$ cat config.mk
export PLATFORM = sky130hd
export DESIGN_NAME = hex_7seg_scan_driver
export DESIGN_NICKNAME = d
export VERILOG_FILES = /design/src/rtl/hex_7seg_scan_driver.sv
export SDC_FILE = /design/constraint.sdc
export NUM_CORES = 1
export LEC_CHECK = 0
export ABC_AREA = 1
export BUFFER_PORTS_ARGS = -buffer_cell sky130_fd_sc_hd__buf_4
export CAP_MARGIN = 20
export CORE_ASPECT_RATIO = 1.1
export CORE_MARGIN = 10
export CORE_UTILIZATION = 60
export CTS_CLUSTER_SIZE = 20
export DETAILED_ROUTE_END_ITERATION = 10
export HOLD_SLACK_MARGIN = 0.15
export PLACE_DENSITY_LB_ADDON = 0.1
export SLEW_MARGIN = 25
export SYNTH_ARGS = -nofsm -noshare
export SYNTH_HDL_FRONTEND = slang
export SYNTH_SLANG_ARGS = --single-unit
$ cat constraint.sdc
create_clock -name clk -period 2.85 [get_ports clk]
set_input_delay 0.4275 -clock clk [delete_from_list [all_inputs] [get_ports clk]]
set_output_delay 0.4275 -clock clk [all_outputs]
set_load 0.01 [all_outputs]
$ cat src/rtl/hex_7seg_scan_driver.sv
// Purpose: time-multiplexed N-digit hex display driver for a common-anode 7-segment display.
// Latency: outputs registered, one cycle behind the tick counter, digit index and shadow regs.
// Backpressure: none; load is a one-cycle strobe, always accepted, and the scan never stalls except via enable.
// Optional feature macro: SEG7_LEADING_ZERO_BLANK_EN (blank leading zero digits captured at load).
module hex_7seg_scan_driver #(
    parameter int NUM_DIGITS  = 4,
    parameter int REFRESH_DIV = 50000
) (
    input  logic                      clk,
    input  logic                      reset_n,
    input  logic                      enable,
    input  logic                      load,
    input  logic [4*NUM_DIGITS-1:0]   data_in,
    input  logic [NUM_DIGITS-1:0]     dp_in,
    input  logic [NUM_DIGITS-1:0]     blank_in,
    output logic [6:0]                seg_n,
    output logic                      dp_n,
    output logic [NUM_DIGITS-1:0]     an_n
);

    localparam int CW = $clog2(REFRESH_DIV);
    localparam int IW = (NUM_DIGITS > 1) ? $clog2(NUM_DIGITS) : 1;
    localparam logic [CW-1:0]         CNT_LAST = CW'(REFRESH_DIV - 1);
    localparam logic [IW-1:0]         IDX_LAST = IW'(NUM_DIGITS - 1);
    localparam logic [NUM_DIGITS-1:0] AN_ONE   = NUM_DIGITS'(1);

    // Hex nibble to abcdefg pattern, segment a in bit 6, active-high.
    function automatic logic [6:0] hex_decode(input logic [3:0] v);
        logic [6:0] s;
        case (v)
            4'h0: s = 7'h7E;
            4'h1: s = 7'h30;
            4'h2: s = 7'h6D;
            4'h3: s = 7'h79;
            4'h4: s = 7'h33;
            4'h5: s = 7'h5B;
            4'h6: s = 7'h5F;
            4'h7: s = 7'h70;
            4'h8: s = 7'h7F;
            4'h9: s = 7'h7B;
            4'hA: s = 7'h77;
            4'hB: s = 7'h1F;
            4'hC: s = 7'h4E;
            4'hD: s = 7'h3D;
            4'hE: s = 7'h4F;
            default: s = 7'h47;
        endcase
        return s;
    endfunction

    logic [CW-1:0]           cnt;
    logic [IW-1:0]           idx;
    logic [4*NUM_DIGITS-1:0] shadow_data;
    logic [NUM_DIGITS-1:0]   shadow_dp;
    logic [NUM_DIGITS-1:0]   shadow_blank;

    logic [3:0]              cur_nib;
    logic                    cur_dp;
    logic                    cur_blank;
    logic                    cur_lz;

    logic [6:0]              seg_nxt;
    logic                    dp_nxt;
    logic [NUM_DIGITS-1:0]   an_nxt;

`ifdef SEG7_LEADING_ZERO_BLANK_EN
    logic [NUM_DIGITS-1:0]   lz_mask;
    logic [NUM_DIGITS-1:0]   shadow_lz;
    logic                    nz_seen;

    // Walk from the MSB digit down; zeros are blanked until the first nonzero nibble, digit 0 never.
    always_comb begin
        lz_mask = '0;
        nz_seen = 1'b0;
        for (int k = NUM_DIGITS - 1; k >= 1; k--) begin
            if (data_in[4*k +: 4] != 4'h0) begin
                nz_seen = 1'b1;
            end
            lz_mask[k] = !nz_seen;
        end
    end

    // Leading-zero mask is captured alongside the data it was derived from.
    always_ff @(posedge clk or negedge reset_n) begin
        if (!reset_n) begin
            shadow_lz <= '0;
        end else if (load) begin
            shadow_lz <= lz_mask;
        end
    end

    assign cur_lz = shadow_lz[idx];
`else
    assign cur_lz = 1'b0;
`endif

    // Shadow registers: capture the display word on load, independent of enable.
    always_ff @(posedge clk or negedge reset_n) begin
        if (!reset_n) begin
            shadow_data  <= '0;
            shadow_dp    <= '0;
            shadow_blank <= '0;
        end else if (load) begin
            shadow_data  <= data_in;
            shadow_dp    <= dp_in;
            shadow_blank <= blank_in;
        end
    end

    // Slot timer and digit index; both freeze while enable is low.
    always_ff @(posedge clk or negedge reset_n) begin
        if (!reset_n) begin
            cnt <= '0;
            idx <= '0;
        end else if (enable) begin
            if (cnt == CNT_LAST) begin
                cnt <= '0;
                idx <= (idx == IDX_LAST) ? '0 : idx + 1'b1;
            end else begin
                cnt <= cnt + 1'b1;
            end
        end
    end

    assign cur_nib   = shadow_data[{idx, 2'b00} +: 4];
    assign cur_dp    = shadow_dp[idx];
    assign cur_blank = shadow_blank[idx];

    // Next display state: dark when disabled or in the first (anti-ghost) cycle of a slot.
    always_comb begin
        seg_nxt = 7'h7F;
        dp_nxt  = 1'b1;
        an_nxt  = '1;
        if (enable && (cnt != '0)) begin
            an_nxt = ~(AN_ONE << idx);
            if (!cur_blank) begin
                dp_nxt = ~cur_dp;
                if (!cur_lz) begin
                    seg_nxt = ~hex_decode(cur_nib);
                end
            end
        end
    end

    // Registered outputs; reset forces the display dark immediately.
    always_ff @(posedge clk or negedge reset_n) begin
        if (!reset_n) begin
            seg_n <= 7'h7F;
            dp_n  <= 1'b1;
            an_n  <= '1;
        end else begin
            seg_n <= seg_nxt;
            dp_n  <= dp_nxt;
            an_n  <= an_nxt;
        end
    end

endmodule

==> results of run 1 <==
synthesized netlist by cell type (all sizes together), types with 3 or more instances:
| library cell | number |
|---|---|
| inv | 45 |
| nor3 | 3 |
| o21ai | 10 |
| dfstp | 12 |
| nand2 | 90 |
| dfrtp | 42 |
| nand3 | 37 |
| mux2 | 18 |
| nor2 | 45 |
| nand4 | 5 |
| ha | 12 |
| xor2 | 6 |
| buf | 5 |
state kept, by name (all words and copies together), names as in the netlist:
register / cells
dp_n: 1
shadow_dp: 4
cnt: 16
shadow_data: 16
shadow_blank: 4
idx: 2
seg_n: 7
an_n: 4
metal layers:
metal | global-route usage [%] | routed length (um)
met4 | 3.846 | 97
met1 | 19.56 | 2692
met3 | 3.769 | 236
met5 | 0 | 0
met2 | 25.31 | 2701
worst paths after layout:
| path | end | slack (ns) | cells past startpoint |
|---|---|---|---|
| hold reg to reg | shadow_data[4]$_DFFE_PN0P_ | 0.52 | 1 |
| max in group asynchronous | shadow_data[11]$_DFFE_PN0P_ | 2.23 | 1 |
| min in group clk | shadow_dp[2]$_DFFE_PN0P_ | 0.34 | 3 |
| hold / removal | cnt[14]$_DFFE_PN0P_ | 0.13 | 1 |
| setup / recovery | seg_n[1]$_DFF_PN1_ | 0.86 | 10 |
| setup reg to reg | seg_n[1]$_DFF_PN1_ | 0.86 | 10 |
final cells by class:
cell class | count | area [um^2] | area share, %
Timing Repair Buffer | 39 | 292.8 | 8.911
Inverter | 45 | 168.9 | 5.141
Clock buffer | 8 | 80.08 | 2.437
Sequential cell | 54 | 1366 | 41.58
Tap cell | 56 | 70.07 | 2.133
Multi-Input combinational cell | 232 | 1308 | 39.79
metrics by stage:
| stage | hold slack, ns | total power [W] | setup slack, ns | instance area, um^2 | cells |
|---|---|---|---|---|---|
| after CTS | 0.1752 | 0.001860 | 0.8690 | 3286 | 434 |
| after global placement | 0.4895 | 0.001436 | 1.012 | 3206 | 426 |
| after floorplan | 0.1319 | 0.001305 | 1.325 | 2880 | 337 |
| after global routing | 0.1996 | 0.001981 | 0.6716 | 3286 | 434 |
| after detailed placement | 0.4990 | 0.001447 | 0.8940 | 3206 | 426 |
| final | 0.1326 | 0.001848 | 0.8627 | 3286 | 434 |
where the power goes:
part	switching [W]	total, W	leakage (nW)	internal [W]
registers	0.0000954	0.000977	0.620	0.000881
logic	0.000263	0.000460	0.996	0.000196
clock network	0.000236	0.000412	0.0395	0.000175
total	0.000595	0.00185	1.66	0.00125
kinds of logic (layout without fill, tap and decap cells):
family,Yosys count,after routing,share of synthesized area [%]
compound gates,13,13,2.346
mux,18,18,7.037
xor+xnor,8,8,2.433
flops,54,54,47.44
fa+ha+maj,12,12,5.213
buf+inv,51,92,7.167
simple gates,181,181,28.37
==> results.md, run 1 <==
- Status: finished clean
- Final #Nets: 417
- H-tree Lvls: 2
- Worst-Margin Slew: 0.6790 ns
- Number of global-route vias before repair: 2261
- Critical path fanouts, max: 17
- Warnings from Yosys: 0
- Syn nets: 377
- Buffers added on ports: 39
- Startpoint types: flop
- Buf/Inv on CP: 2
- EDFF count, synth: 0
- Largest incremental delay on the critical path: 0.68 ns
- Pleak: 1.656 nW
- Achievable Freq: 0.5032 GHz
- DR vias: 2226
- Cell taking the most area after synthesis: dfrtp_1
- Resized cells post-CTS: 0
- Hold WC Path Type: primary input to asynchronous set/reset pin
- CP cell instances: inv_2 > nand2_1 > nand3_1 > nand2_2 > inv_1 > ha_1 > nand3_1 > nor2_1 > nor2_1 > nand2_1
- CP Capture Type: flop
- Crit-path slowest cell: dfrtp_1
- Pwr dens: 562.5 mW/mm^2
- First-pass GRT wire length: 10.26 mm
- Max Slew Vio Count: 0
- WS Path Type: flop to flop
- Maximum root-to-sink buffer count: 2
- Worst skew pair latency: 0.30 ns
- DRC Markers: 0
- Die height: 92.67 um
- Mean Syn Cell Area: 8.547 um^2
- CP delay by family, top: flip-flops
- Largest net degree at the start of global routing: 55
- Total grt overflow: 0
- Vias per cell: 5.129
- DR WL/cell: 13.20 um
- DR pass1 iterations: 4
- Synth Flop Type: dfrtp_1
- Synth unique cells: 28
- Sequential area share after synthesis: 47.44%
- Mapped cell area: 0.002880 mm^2
- Max-cap check violation count: 0
- Drt total wl: 5.728 mm
- Clk_skew: 0.01080 ns
- Synth Register Bits: 54
- Setup bufs post-CTS: 0
- Fin. Hold Viols: 0
- # diodes: 0
- Clock slew at reported path FFs: 0.10 ns
- Layout cells sized above 1: 24.60%
- Final TNS setup: 0 ns
- CTS Sinks: 54
- Setup-failing EPs final: 0
- Starting density of the core: 61.91%
- Hold buffers post-CTS: 0
- Die area: 0.007975 mm^2
- CTS buffer count: 5
- Antenna violations before repair: 0
- Synth area leaders: dfrtp_1, nand2_1, dfstp_2
- I/O Pins: 40
- Worst vdd ir: 0.0003324 V
- Total GRT Usage: 15.35%
- Die width: 86.06 um
- CP startpoint: idx[0]$_DFFE_PN0P_
- Commonest non-fill, non-tap cell in the layout: nand2_1
- Most frequent cells in the layout: nand2_1, dfrtp_1, nor2_1
- Period utilization: 69.73%
- Placer Congestion: 0.9100
- Asr flop ratio synth: 100.0%
- Initial DRC Count: 100
- Post-synthesis cell count: 337
- Unrepaired setup endpoints after global routing: false
- Fillers: 393
- DRT antenna net count: 0
- Top cell type's share of synthesized area: 36.49%
- CTS tree: done
- Core area: 0.004652 mm^2
- Arr. time, crit path: 2.22 ns
- Worst Path Required: 3.09 ns
- Final min period: 1.987 ns
- Slew HR: 54.73%
- Layout Utilization: 70.63%
- Hpwl dp: 4.346 mm
- Row cnt: 26
- R2R Path Start: idx[0]$_DFFE_PN0P_
- Area grow syn2layout: 14.07%
- Clock Root Buffer: clkbuf_8
Note: power is estimated with default switching activity, not from simulation.
==> inputs of run 2 (changes only) <==
--- a/config.mk
+++ b/config.mk
@@ -10,7 +10,7 @@
 export CAP_MARGIN = 20
 export CORE_ASPECT_RATIO = 1.1
 export CORE_MARGIN = 10
-export CORE_UTILIZATION = 60
+export CORE_UTILIZATION = 52
 export CTS_CLUSTER_SIZE = 20
 export DETAILED_ROUTE_END_ITERATION = 10
 export HOLD_SLACK_MARGIN = 0.15
==> constraint.sdc (replaced) <==
create_clock -name clk -period 1.6 [get_ports clk]
set_input_delay 0.24 -clock clk [delete_from_list [all_inputs] [get_ports clk]]
set_output_delay 0.24 -clock clk [all_outputs]
set_load 0.01 [all_outputs]
==> results.md, run 2 (synthesis gave the netlist of run 1 again) <==
- Status: finished clean
- Cell repeated most along the worst path: nand2_1
- CTS tree: done
- CTS Sinks: 54
- Final min period: 1.528 ns
- WS Path Type: flop to flop
- Worst vdd ir: 0.0005574 V
- Row cnt: 28
- Final #Nets: 441
- H-tree Lvls: 2
- Setup ws final: 0.07183 ns
- Worst skew pair latency: 0.32 ns
- Initial DRC Count: 87
- Total Power: 0.003764 W
- Slew HR: 56.10%
- Total grt overflow: 0
- Number of global-route vias before repair: 2214
- Worst-Margin Slew: 0.6584 ns
- Most frequent cells in the layout: nand2_1, buf_4, nor2_1, dfrtp_1, inv_1
- First-pass GRT wire length: 10.16 mm
- CP Capture Type: flop
- Fin. Hold Viols: 0
- Largest net degree at the start of global routing: 55
- Starting density of the core: 53.39%
- I/O Pins: 40
- Hold WC Path Type: primary input to flop
- Area grow syn2layout: 26.28%
- Biggest regs: cnt: 16 flops, shadow_data: 16 flops, seg_n: 7 flops
- Total GRT Usage: 13.52%
- Period utilization: 95.51%
- CTS buffer count: 5
- Clock Root Buffer: clkbuf_8
- Layout cells sized above 1: 27.86%
- Worst Path Required: 1.86 ns
- Drt total wl: 6.045 mm
- Setup-failing EPs final: 0
- Hpwl dp: 4.301 mm
- Maximum root-to-sink buffer count: 2
- CP cell instances: inv_4 > nand2_1 > nand3_1 > nand2_2 > inv_2 > ha_2 > nand3_2 > nand2_1 > nand2_1 > nand3_1
- Antenna violations before repair: 0
- Reg2reg setup slack: 0.07 ns
- Clock slew at reported path FFs: 0.09 ns
- Startpoint types: flop
- # diodes: 0
- DRC Markers: 0
- DP Worst Slack: 0.01388 ns
- CP delay by family, top: simple AND/OR/NAND/NOR gates
- DRT antenna net count: 0
- Pwr dens: 1035 mW/mm^2
- DR pass1 iterations: 4
- Arr. time, crit path: 1.78 ns
- DR WL/cell: 12.67 um
- Buf/Inv on CP: 2
- Die width: 90.96 um
- Commonest non-fill, non-tap cell in the layout: nand2_1
- Largest incremental delay on the critical path: 0.48 ns
- Buffers added on ports: 39
- Die area: 0.008919 mm^2
- Die height: 98.06 um
- Max-cap check violation count: 0
- Placer Congestion: 0.8725
- Pleak: 1.791 nW
- Core area: 0.005395 mm^2
- Crit-path slowest cell: dfrtp_2
- DR vias: 2303
- Vias per cell: 4.828
- Max Slew Vio Count: 0
- Critical path fanouts, max: 8
- Achievable Freq: 0.6544 GHz
- Clk_skew: 0.01062 ns
==> run 2: cell count changes in the layout (fill, tap and decap cells not counted), moves of 2 or more <==
cell and delta:
ha_1 -2, inv_1 -2, dfrtp_2 +2, bufinv_16 +2
nand3_2 +2, dlygate4sd3_1 +17, buf_4 +7, nand3_1 -2
dfrtp_1 -2, clkbuf_1 -3
==> run 2: cell type report <==
cell class | instances | area, um^2
clock inverter | 2 | 60.06
tap | 75 | 93.84
inverter | 45 | 171.4
clock buffer | 6 | 82.58
sequential | 54 | 1369
fill | 445 | 1758
timing repair buffer | 63 | 515.5
multi-input combinational | 232 | 1345
==> run 2: metrics by stage <==
stage	std cells	hold slack [ns]	setup TNS [ns]	instance area [um^2]	util, %
2_1_floorplan	337	-0.05559	0	2880	-
3_3_place_gp	449	0.3253	0	3259	60.41
3_5_place_dp	449	0.3211	0	3259	60.41
4_1_cts	473	0.1504	0	3566	66.09
5_1_grt	477	0.1503	-0.07291	3637	67.42
6_report	477	0.1488	0	3637	67.42
==> run 2: timing repair <==
action | in CTS | in global routing
resized for setup | 2 | 11
pin swaps | 0 | 2
hold buffers | 16 | 1
setup endpoints to repair | 3 | 8
buffers inserted | 0 | 3
endpoints found under the hold margin | 57 | 1
==> run 2: report_power, final <==
| part | leakage (nW) | total, W | switching, W | internal (W) |
|---|---|---|---|---|
| clock network | 0.0714 | 0.00111 | 0.000448 | 0.000667 |
| registers | 0.618 | 0.00174 | 0.000173 | 0.00157 |
| logic | 1.10 | 0.000906 | 0.000504 | 0.000402 |
| total | 1.79 | 0.00376 | 0.00112 | 0.00264 |
==> run 2: metal layers <==
| metal | global-route usage [%] | part of all wire (%) | vias up |
|---|---|---|---|
| met5 | 0 | 0 | - |
| met4 | 4.463 | 1.7 | 0 |
| met3 | 4.288 | 5.3 | 13 |
| met2 | 22.55 | 50 | 54 |
| met1 | 16.13 | 43 | 1059 |
| li1 | - | - | 1177 |
==> run 2: path summary, 6_finish.rpt <==
kind | start | to | cells after the start
max in group asynchronous | reset_n | idx[0]$_DFFE_PN0P_ | 2
min in group asynchronous | reset_n | cnt[7]$_DFFE_PN0P_ | 2
worst max register to register | idx[0]$_DFFE_PN0P_ | seg_n[3]$_DFF_PN1_ | 10
worst min-delay path | data_in[5] | shadow_data[5]$_DFFE_PN0P_ | 2
worst max-delay path | idx[0]$_DFFE_PN0P_ | seg_n[3]$_DFF_PN1_ | 10
worst min register to register | shadow_dp[0]$_DFFE_PN0P_ | shadow_dp[0]$_DFFE_PN0P_ | 1
==> inputs of run 3 (changes only) <==
--- a/config.mk
+++ b/config.mk
@@ -10,7 +10,7 @@
 export CAP_MARGIN = 20
 export CORE_ASPECT_RATIO = 1.1
 export CORE_MARGIN = 10
-export CORE_UTILIZATION = 52
+export CORE_UTILIZATION = 60
 export CTS_CLUSTER_SIZE = 20
 export DETAILED_ROUTE_END_ITERATION = 10
 export HOLD_SLACK_MARGIN = 0.15
@@ -19,3 +19,4 @@
 export SYNTH_ARGS = -nofsm -noshare
 export SYNTH_HDL_FRONTEND = slang
 export SYNTH_SLANG_ARGS = --single-unit
+export TNS_END_PERCENT = 30
==> constraint.sdc (replaced) <==
create_clock -name clk -period 1.91 [get_ports clk]
set_input_delay 0.2865 -clock clk [delete_from_list [all_inputs] [get_ports clk]]
set_output_delay 0.2865 -clock clk [all_outputs]
set_load 0.01 [all_outputs]
==> results.md, run 3 (synthesis gave the netlist of run 1 again) <==
- Sequential fraction of design power: 51.7%
- Setup-failing EPs final: 0
- Fin Hold WS: 0.1783 ns
- Placed Cells: 427
- Status: finished clean
- Achievable Freq: 0.5858 GHz
- Hpwl dp: 4.361 mm
- Worst-Margin Slew: 0.6615 ns
- CTS Sinks: 54
- Non-Filler Cell Area, Final: 0.003322 mm^2
- Die area: 0.007975 mm^2
- CP cell instances: inv_2 > nand3_1 > nand2_1 > inv_1 > ha_1 > nand3_1 > nand2_1 > nand2_1 > nand3_1
- Unrepaired setup endpoints after global routing: false
- Core area: 0.004652 mm^2
- DR WL/cell: 13.36 um
- H-tree Lvls: 2
- Vias per cell: 5.069
- Drt total wl: 5.825 mm
- Comb pwr share: 24.5%
- Final Non-Filler Cells: 436
- Slew HR: 55.90%
- Startpoint types: flop
- Crit-path slowest cell: dfrtp_1
- Reg area: 0.001368 mm^2
- Starting density of the core: 61.91%
- Pwr dens: 849.4 mW/mm^2
- Area grow syn2layout: 15.33%
- Clock Root Buffer: clkbuf_8
- Worst Reg2Reg Path Length in Cells: 9
- Max-cap check violation count: 0
- Commonest non-fill, non-tap cell in the layout: nand2_1
- Switching pwr: 0.0009176 W
- Crit path depth: 9
- Hold-critical path depth: 3
- Buffers added on ports: 39
- Initial DRC Count: 121
- Period utilization: 89.38%
- Number of global-route vias before repair: 2249
- Arr. time, crit path: 1.94 ns
- CTS buffer count: 5
- Startpoint of the worst hold path: data_in[15]
- CP Capture Type: flop
- Row cnt: 26
- Critical path fanouts, max: 9
- Most frequent cells in the layout: nand2_1, dfrtp_1, nor2_1, buf_4, inv_1
- Largest incremental delay on the critical path: 0.51 ns
- Total Power: 0.002822 W
- Placer Congestion: 0.8953
- Hold WC Path Type: primary input to flop
- Hold Path Sink: shadow_data[15]$_DFFE_PN0P_
- First-pass GRT wire length: 10.21 mm
- P_int: 0.001904 W
- R2R Path Start: idx[1]$_DFFE_PN0P_
- DR vias: 2210
- Max Slew Vio Count: 0
- Total grt overflow: 0
- DR pass1 iterations: 5
- Die width: 86.06 um
- Buf/Inv on CP: 2
- I/O Pins: 40
- Multi-input gate area: 0.001308 mm^2
- Worst skew pair latency: 0.31 ns
- Final min period: 1.707 ns
- Maximum root-to-sink buffer count: 2
- Final #Nets: 419
- Setup bufs post-CTS: 0
- CTS tree: done
- Cell Area, Placed: 0.003213 mm^2
- Worst vdd ir: 0.0006679 V
- Fillers: 384
- Pleak: 1.672 nW
- R2r endpoint: seg_n[0]$_DFF_PN1_
- Die height: 92.67 um
- Fin. Hold Viols: 0
- Layout cells sized above 1: 25.79%
- Sw Share: 32.52%
- Antenna violations before repair: 0
- Clk_skew: 0.004552 ns
- DRT antenna net count: 0
- Total GRT Usage: 15.26%
- Clock power share: 23.8%
- DRC Markers: 0
- CP delay by family, top: simple AND/OR/NAND/NOR gates
- WS Path Type: flop to flop
- Clock slew at reported path FFs: 0.10 ns
- # diodes: 0
- Final TNS setup: 0 ns
- Largest net degree at the start of global routing: 55
- Biggest regs: cnt: 16 flops, shadow_data: 16 flops, seg_n: 7 flops
- Worst Path Required: 2.15 ns
- Reg2reg setup slack: 0.20 ns
==> run 3: changes by cell type in the layout (fill, tap and decap cells not counted), moves of 2 or more <==
| cell | before | now |
|---|---|---|
| dlygate4sd3_1 | 17 | 1 |
| buf_4 | 46 | 40 |
| nand3_2 | 5 | 3 |
| inv_2 | 7 | 5 |
| bufinv_16 | 2 | 0 |
| inv_1 | 37 | 39 |
| nand3_1 | 32 | 34 |
| ha_1 | 10 | 12 |
==> run 3: area by class of cell <==
type	count	share of cell area (%)
Sequential cell	54	41.17
Multi-Input combinational cell	232	39.36
Timing Repair Buffer	41	9.341
Inverter	45	5.160
Clock buffer	6	2.486
Tap cell	56	2.109
Clock inverter	2	0.3766
==> run 3: how the worst max path moves through the flow <==
stage                       start                  to
4_1_cts        idx[0]$_DFFE_PN0P_  seg_n[5]$_DFF_PN1_
5_1_grt        idx[1]$_DFFE_PN0P_  seg_n[3]$_DFF_PN1_
2_1_floorplan  idx[0]$_DFFE_PN0P_  seg_n[1]$_DFF_PN1_
3_3_place_gp   idx[1]$_DFFE_PN0P_  seg_n[3]$_DFF_PN1_
6_report       idx[1]$_DFFE_PN0P_  seg_n[0]$_DFF_PN1_
3_5_place_dp   idx[0]$_DFFE_PN0P_  seg_n[0]$_DFF_PN1_
==> run 3: power by group through the flow <==
stage	logic [W]	registers, W	clock network [W]
2_1_floorplan	0.000495	0.00145	0
3_3_place_gp	0.000676	0.00147	0
3_5_place_dp	0.000692	0.00148	0
4_1_cts	0.000698	0.00146	0.000689
5_1_grt	0.000805	0.00148	0.000727
6_report	0.000692	0.00146	0.000671
==> run 3: worst reg2reg max path: stages (launching register included) <==
cell	delay, ns
dfrtp_1	0.51
inv_2	0.22
nand3_1	0.10
nand2_1	0.19
inv_1	0.11
ha_1	0.20
nand3_1	0.12
nand2_1	0.07
nand2_1	0.05
nand3_1	0.06
==> run 3: stage by stage <==
stage          util [%]  worst slack [ns]
5_1_grt           71.41          0.002830
3_5_place_dp      69.07            0.2127
6_report          71.41            0.2029
4_1_cts           71.33            0.1705
2_1_floorplan         -            0.3849
3_3_place_gp      69.07            0.2696
==> run 3: repair_timing <==
action / CTS / global route
resized for setup: 0 / 2
endpoints found under the setup margin: 0 / 4
endpoints found under the hold margin: 42 / 0
hold buffers: 1 / 0
==> run 3: layer usage <==
layer | vias to the layer above | part of all wire, % | track usage [%]
met5 | - | 0 | 0
met4 | 0 | 1.2 | 3.984
met3 | 8 | 5.2 | 4.470
met2 | 50 | 49 | 25.68
met1 | 1013 | 44 | 18.51
li1 | 1139 | - | -
